===== src/rtl/uart_pkg.sv =====
// Shared UART definitions: receiver/transmitter FSM states and default framing.
package uart_pkg;

  localparam int unsigned UART_OVERSAMPLE = 16;
  localparam int unsigned UART_DATA_BITS  = 8;

  typedef enum logic [1:0] {
    IDLE,
    START,
    DATA,
    STOP
  } uart_state_e;

endpackage


===== src/rtl/uart_sync.sv =====
// Two-flop synchronizer for the asynchronous serial line; resets to idle-high.
module uart_sync (
  input  logic clk,
  input  logic rst_n,
  input  logic d,
  output logic q
);

  logic [1:0] sync_q;
  logic [1:0] sync_d;

  always_comb begin
    sync_d = {sync_q[0], d};
  end

  always_ff @(posedge clk or negedge rst_n) begin
    if (!rst_n) begin
      sync_q <= '1;
    end else begin
      sync_q <= sync_d;
    end
  end

  assign q = sync_q[1];

endmodule


===== src/rtl/uart_receiver.sv =====
// Oversampling UART receiver: start-bit qualification, mid-bit sampling,
// single-byte holding register with sticky framing/overrun flags.
module uart_receiver import uart_pkg::*; #(
  parameter int unsigned OVERSAMPLE = UART_OVERSAMPLE,
  parameter int unsigned DATA_BITS  = UART_DATA_BITS
) (
  input  logic                 clk_50m,
  input  logic                 rst_n,
  input  logic                 rxclk_en,
  input  logic                 rx,
  input  logic                 rdy_clr,
  output logic [DATA_BITS-1:0] data,
  output logic                 rdy,
  output logic                 frame_err,
  output logic                 overrun
);

  localparam int unsigned CNT_W = (OVERSAMPLE > 1) ? $clog2(OVERSAMPLE) : 1;
  localparam int unsigned IDX_W = (DATA_BITS > 1) ? $clog2(DATA_BITS) : 1;

  localparam logic [CNT_W-1:0] CNT_ONE  = CNT_W'(1);
  localparam logic [CNT_W-1:0] CNT_HALF = CNT_W'(OVERSAMPLE / 2 - 1);
  localparam logic [CNT_W-1:0] CNT_LAST = CNT_W'(OVERSAMPLE - 1);
  localparam logic [IDX_W-1:0] IDX_ONE  = IDX_W'(1);
  localparam logic [IDX_W-1:0] IDX_LAST = IDX_W'(DATA_BITS - 1);

  logic rx_s;

  uart_state_e          state_q,     state_d;
  logic [CNT_W-1:0]     cnt_q,       cnt_d;
  logic [IDX_W-1:0]     idx_q,       idx_d;
  logic [DATA_BITS-1:0] shreg_q,     shreg_d;
  logic                 armed_q,     armed_d;
  logic [DATA_BITS-1:0] data_q,      data_d;
  logic                 rdy_q,       rdy_d;
  logic                 frame_err_q, frame_err_d;
  logic                 overrun_q,   overrun_d;

  logic stop_good;
  logic stop_bad;

  uart_sync u_sync (
    .clk   (clk_50m),
    .rst_n (rst_n),
    .d     (rx),
    .q     (rx_s)
  );

  always_comb begin
    state_d     = state_q;
    cnt_d       = cnt_q;
    idx_d       = idx_q;
    shreg_d     = shreg_q;
    armed_d     = armed_q;
    data_d      = data_q;
    rdy_d       = rdy_q;
    frame_err_d = frame_err_q;
    overrun_d   = overrun_q;
    stop_good   = 1'b0;
    stop_bad    = 1'b0;

    if (rxclk_en) begin
      unique case (state_q)
        // After a framing error the line must be seen high again before a
        // new start bit is accepted, so a held break yields a single error.
        IDLE: begin
          cnt_d = '0;
          if (rx_s) begin
            armed_d = 1'b1;
          end else if (armed_q) begin
            state_d = START;
            cnt_d   = CNT_ONE;
          end
        end
        START: begin
          if (rx_s) begin
            state_d = IDLE;
            cnt_d   = '0;
          end else if (cnt_q == CNT_HALF) begin
            state_d = DATA;
            cnt_d   = '0;
            idx_d   = '0;
          end else begin
            cnt_d = cnt_q + CNT_ONE;
          end
        end
        DATA: begin
          if (cnt_q == CNT_LAST) begin
            cnt_d   = '0;
            shreg_d = {rx_s, shreg_q[DATA_BITS-1:1]};
            if (idx_q == IDX_LAST) begin
              state_d = STOP;
              idx_d   = '0;
            end else begin
              idx_d = idx_q + IDX_ONE;
            end
          end else begin
            cnt_d = cnt_q + CNT_ONE;
          end
        end
        STOP: begin
          if (cnt_q == CNT_LAST) begin
            state_d = IDLE;
            cnt_d   = '0;
            if (rx_s) begin
              stop_good = 1'b1;
            end else begin
              stop_bad = 1'b1;
              armed_d  = 1'b0;
            end
          end else begin
            cnt_d = cnt_q + CNT_ONE;
          end
        end
      endcase
    end

    // A consumer acknowledge in the completion cycle frees the holding
    // register for the new byte and clears both sticky flags.
    if (stop_good) begin
      if (!rdy_q || rdy_clr) begin
        data_d = shreg_q;
        rdy_d  = 1'b1;
        if (rdy_clr) begin
          frame_err_d = 1'b0;
          overrun_d   = 1'b0;
        end
      end else begin
        overrun_d = 1'b1;
      end
    end else if (stop_bad) begin
      frame_err_d = 1'b1;
      if (rdy_clr) begin
        rdy_d     = 1'b0;
        overrun_d = 1'b0;
      end
    end else if (rdy_clr) begin
      rdy_d       = 1'b0;
      frame_err_d = 1'b0;
      overrun_d   = 1'b0;
    end
  end

  always_ff @(posedge clk_50m or negedge rst_n) begin
    if (!rst_n) begin
      state_q     <= IDLE;
      cnt_q       <= '0;
      idx_q       <= '0;
      shreg_q     <= '0;
      armed_q     <= 1'b1;
      data_q      <= '0;
      rdy_q       <= 1'b0;
      frame_err_q <= 1'b0;
      overrun_q   <= 1'b0;
    end else begin
      state_q     <= state_d;
      cnt_q       <= cnt_d;
      idx_q       <= idx_d;
      shreg_q     <= shreg_d;
      armed_q     <= armed_d;
      data_q      <= data_d;
      rdy_q       <= rdy_d;
      frame_err_q <= frame_err_d;
      overrun_q   <= overrun_d;
    end
  end

  assign data      = data_q;
  assign rdy       = rdy_q;
  assign frame_err = frame_err_q;
  assign overrun   = overrun_q;

endmodule


===== config.mk =====
export PLATFORM = sky130hd
export DESIGN_NAME = uart_receiver
export DESIGN_NICKNAME = d
export VERILOG_FILES = /design/src/rtl/uart_pkg.sv /design/src/rtl/uart_sync.sv /design/src/rtl/uart_receiver.sv
export SDC_FILE = /design/constraint.sdc
export NUM_CORES = 1
export LEC_CHECK = 0
export BUFFER_PORTS_ARGS = -buffer_cell sky130_fd_sc_hd__buf_2
export CORE_ASPECT_RATIO = 1.1
export CORE_MARGIN = 10
export CORE_UTILIZATION = 56
export CTS_CLUSTER_DIAMETER = 60
export DETAILED_ROUTE_END_ITERATION = 10
export PLACE_DENSITY = 0.77
export SLEW_MARGIN = 10
export SYNTH_ARGS = -nofsm -noshare
export SYNTH_HDL_FRONTEND = slang
export SYNTH_SLANG_ARGS = --single-unit

===== constraint.sdc =====
create_clock -name clk_50m -period 2.3 [get_ports clk_50m]
set_input_delay 0.345 -clock clk_50m [delete_from_list [all_inputs] [get_ports clk_50m]]
set_output_delay 0.345 -clock clk_50m [all_outputs]
set_load 0.02 [all_outputs]

Yosys cells after proc, flatten, opt, wreduce, memory -nomap -nowiden
Index checks and enable logic that the tools add are counted.

Register bits: 31. Input port bits: 5. Output and inout bits: 11. Word-level logic and storage cells: 83.

$add $sub $neg: 2. Eq/ne operators: 17. Muxes and demuxes: 41. Reduce and logical (&&, ||, !) cells: 13.

Operators with widths (count): two-way mux 1 bit (23); != test 2 bit (second input constant) (8); two-way mux 2 bit (7); two-way mux 3 bit (4); two-way mux 4 bit (3); case mux 4 bit (3 select lines) (1); AND reduction 5 bit (2); case mux 2 bit (4 select lines) (1); AND reduction 7 bit (1); case mux 3 bit (2 select lines) (1); nonzero test 2 bit (3); adder 4 x 1 -> 4 bit (second input constant) (1); == test 2 bit (second input constant) (2); == test 4 x 3 -> 1 bit (second input constant) (1); == test 4 bit (second input constant) (1); != test 2 x 1 -> 1 bit (second input constant) (2); AND reduction 2 bit (2); adder 3 x 1 -> 3 bit (second input constant) (1); == test 3 bit (second input constant) (1); != test 3 x 2 -> 1 bit (second input constant) (1); AND reduction 3 bit (1); == test 2 x 1 -> 1 bit (second input constant) (1); zero test 2 bit (1); case mux 1 bit (2 select lines) (1); other kinds (3) (3).

Depth between registers and ports, before layout
Depth in word-level cells: 6. Mapped depth: 6. Mapped depth without buffers: 6.

Modules after synthesis
A second synthesis with hierarchy kept.

Cells, all modules: 111. Area, all modules: 1416.4 µm².

By module, submodules not included: uart_receiver (instances 1, cells an instance 109, area each 1363.8 µm², seq. area each 726.9 µm²); uart_sync (instances 1, cells an instance 2, area each 52.6 µm², seq. area each 52.6 µm²).

Worst setup path after synthesis
No wires, ideal clock.

Path type: register to register. Start: reg cnt_q[0]. End: reg data_q[0] (netlist: data[0]). Library setup time: 125 ps. Arrival time: 1539 ps. Required time: 2175 ps. Slack: 636 ps. Cell stages (with the launch flop): 5. Path buffers: 0. Period minus slack after synthesis: 1664 ps. Path through: dfrtp_1 -> ha_1 -> nand4_4 -> a211oi_4 -> mux2_2.

Cells in the longest elaborated chain, start to end: 5.

RTL lines: start, declared (line uart_receiver.sv:30) `logic [CNT_W-1:0] cnt_q, cnt_d;`; start signal, assigned (line uart_receiver.sv:157) `cnt_q <= cnt_d;`; == test 4 bit (line uart_receiver.sv:102) `if (cnt_q == CNT_LAST) begin`; two-way mux 1 bit (line uart_receiver.sv:102); two-way mux 1 bit (line uart_receiver.sv:63) `unique case (state_q)`; two-way mux 1 bit (line uart_receiver.sv:62) `if (rxclk_en) begin`; AND reduction 2 bit (no source line); end signal, assigned (line uart_receiver.sv:161) `data_q <= data_d;`; end, declared (line uart_receiver.sv:34) `logic [DATA_BITS-1:0] data_q, data_d;`.

No other way between the ends. A chain may end at the register's enable or synchronous reset.

Worst setup path in the final report
Start: reg cnt_q[0]. End: reg shreg_q[7].

Cells in the longest elaborated chain, start to end: 2.

RTL lines: == test 4 bit (line uart_receiver.sv:88) `if (cnt_q == CNT_LAST) begin`; AND reduction 3 bit (no source line); end signal, assigned (line uart_receiver.sv:159) `shreg_q <= shreg_d;`; end, declared (line uart_receiver.sv:32) `logic [DATA_BITS-1:0] shreg_q, shreg_d;`.

No other way between the ends.

==> impl_results.md <==
* Power Dens Cells at 678 nW/um2
* Vias in the first global route at 932
* Min Tclk post-route at 1.86 ns
* Syn-to-layout area delta at 12.7%
* Critical path peak fanout at 9
* Worst Path Buf+Inv at 0
* Clock root cell: clkbuf_4
* DR pass1 iterations at 4
* TritonCTS sink count at 31
* Outcome: finished clean
* Fin Hold WS at 0.0417 ns
* DRT antenna net count at 0
* CP top delay family: simple AND/OR/NAND/NOR gates
* CTS-repair resized insts at 0
* Critical path's largest stage delay at 0.46 ns
* Total CTS buffers at 5
* Fin. max-slew vios at 0
* Die Footprint at 4860 um2
* Mean area per synthesized cell at 11.9 um2
* Critical Path Sink Type: register
* Number of antenna violations at the first check in global routing at 0
* Area taken by multi-input logic gates at 578 um2
* Total Nets Final at 144
* Die W at 67.4 um
* Layout cell share with drive strength beyond 1 at 33.8%
* Endpoints failing setup at 0
* Count of final hold-check violations at 0
* Io pins at 16
* Top_reg_cell synth: dfrtp_1
* Die Y at 72.1 um
* Worst hold path class: in -> async
* Yosys reg bits at 31
* PnR worst setup slack at 0.436 ns
* CP cell instances: ha_1, nand4_4, nor2_2, mux2_2
* IO buf count at 15
* TNS Setup at 0 ns
* Core Rows at 18
* CTS Hold Bufs at 0
* Post-Syn Nets at 124
* Clk_lat worst skew at 0.32 ns
* DRC viols at 0
* Worst Path Required at 2.51 ns
* Final period util at 81.1%
* Initial Utilization at 60.2%
* Synthesized instance count at 116
* GRT overflow at 0
* RSZ-0062 raised after global routing: false
* Async set or reset register ratio after synthesis at 100%
* Seq. cell area at 779 um2
* Rel. slew slack at 56.8%
* Setup crit start kind: register
* CORE AREA at 2300 um2
* Crit-path slowest cell: nor2_2
* Worst-margin pin slew at 0.648 ns
* Pre-CTS setup slack at 0.423 ns
* Routability Congestion at 0.820
* Routed vias at 967
* Wire per inst at 15.1 um
* Ant. Diodes at 0
* DPL Wire Length at 1.87 mm
* H-tree depth at 2
* CTS Buffer Depth at 2
* Crit path arrival time at 2.07 ns
* Clk_skew at 0.00778 ns
* Max_cap viols at 0
* First-pass GRT wire length at 4.15 mm
* Synth Cell Area at 1380 um2
* YS warnings at 0
* Clk slew on worst S/H paths at 0.09 ns
* Post-CTS setup repair buffer count at 0
* Largest net degree at the start of global routing at 32
* GRT Total Usage at 11.1%
* Post-Route Utilization at 67.9%
* Layout filler cell count at 184
* Crit path kind: reg -> reg
* Library cells used by synthesis at 28
* Sequential fraction of the synthesis area at 56.3%
* Final wirelength at 2.51 mm
* Via density at 5.83
* Post-synth EDFFs at 0
* CTS tree: done
* Initial drt markers at 38
* Fmax at 0.536 GHz
* Peak supply drop at 0.433 mV
* Pwr Total at 1.06 mW
* Leak at 0.786 nW
==> power by group <==
group | switching [mW] | internal, mW | leakage (nW)
clock | 0.164 | 0.224 | 0.0383
sequential | 0.0244 | 0.563 | 0.412
combinational | 0.0524 | 0.0305 | 0.335
total | 0.241 | 0.817 | 0.786
==> metal layers <==
metal | routed length, um | global-route usage [%]
met1 | 1080 | 12.5
met2 | 1250 | 17.5
met3 | 140 | 4.45
met4 | 37 | 5.48
met5 | 0 | 0
==> layout by cell type, fill, tap and decap left out, types with 2 or more instances in the layout <==
cell and instances:
buf_2 15, nand3_1 6, a21o_1 2, dfstp_2 3, inv_1 5, nand2_1 11
ha_1 3, clkbuf_4 5, nand2b_1 2, nand4_1 2, nor2_1 7, nor3_1 3
dfrtp_1 28, mux2_2 18, o21ai_0 8, nor3b_1 2, a31oi_1 2
==> flip-flops by register name (all words and copies together), names as in the netlist, named ones only <==
signal	flops
u_sync.sync_q	2
cnt_q	4
overrun	1
armed_q	1
frame_err	1
data	8
shreg_q	8
idx_q	3
state_q	1
rdy	1
==> final timing paths <==
path	startpoint	endpoint	slack [ns]	cells after the start
setup / recovery	cnt_q[0]	shreg_q[7]	0.44	4
hold / removal	rst_n	data[1]	0.04	1
setup reg to reg	cnt_q[0]	shreg_q[7]	0.44	4
hold reg to reg	u_sync.sync_q[0]	u_sync.sync_q[1]	0.37	0
max in group asynchronous	rst_n	shreg_q[7]	1.83	1
min in group clk_50m	rx	u_sync.sync_q[0]	0.12	1
==> cells in the mapped netlist, types with 2 or more instances <==
library cell   n  share of area (%)
dfrtp_1       28                 51
inv_1          5                1.4
mux2_2        18                 15
nor3_1         3                1.1
nor2_1         7                1.9
nand2b_1       2               0.90
a21o_1         2                1.1
o21ai_0        8                2.9
nand4_1        2               0.90
clkbuf_1       2               0.54
a31oi_1        2               0.90
dfstp_2        3                5.7
ha_1           3                2.7
nand3_1        6                2.2
nor3b_1        2                1.1
nand2_1       11                3.0
==> metrics by stage <==
| stage | instances | cell area [um2] |
|---|---|---|
| 6_report | 166 | 1560 |
| 4_1_cts | 166 | 1560 |
| 3_5_place_dp | 159 | 1490 |
| 3_3_place_gp | 159 | 1490 |
| 2_1_floorplan | 116 | 1380 |
| 5_1_grt | 166 | 1560 |
==> cell type report <==
class / instances / share of cell area, %
clock buffer: 6 / 2.65
clock inverter: 1 / 1.92
inverter: 5 / 1.20
multi-input combinational: 78 / 37.0
sequential: 31 / 50.0
tap: 30 / 2.41
timing repair buffer: 15 / 4.81
==> kinds of logic (layout without fill, tap and decap cells) <==
logic type | count (synthesis) | in the layout | share of synthesized area [%]
DFF | 31 | 31 | 56.3
buffers and inverters | 7 | 27 | 1.90
muxes | 18 | 18 | 14.6
adders and majority gates | 3 | 3 | 2.71
AOI/OAI and AO/OA | 20 | 20 | 10.4
and+or+nand+nor | 37 | 37 | 14.0
(Power assumes the default switching activity.)
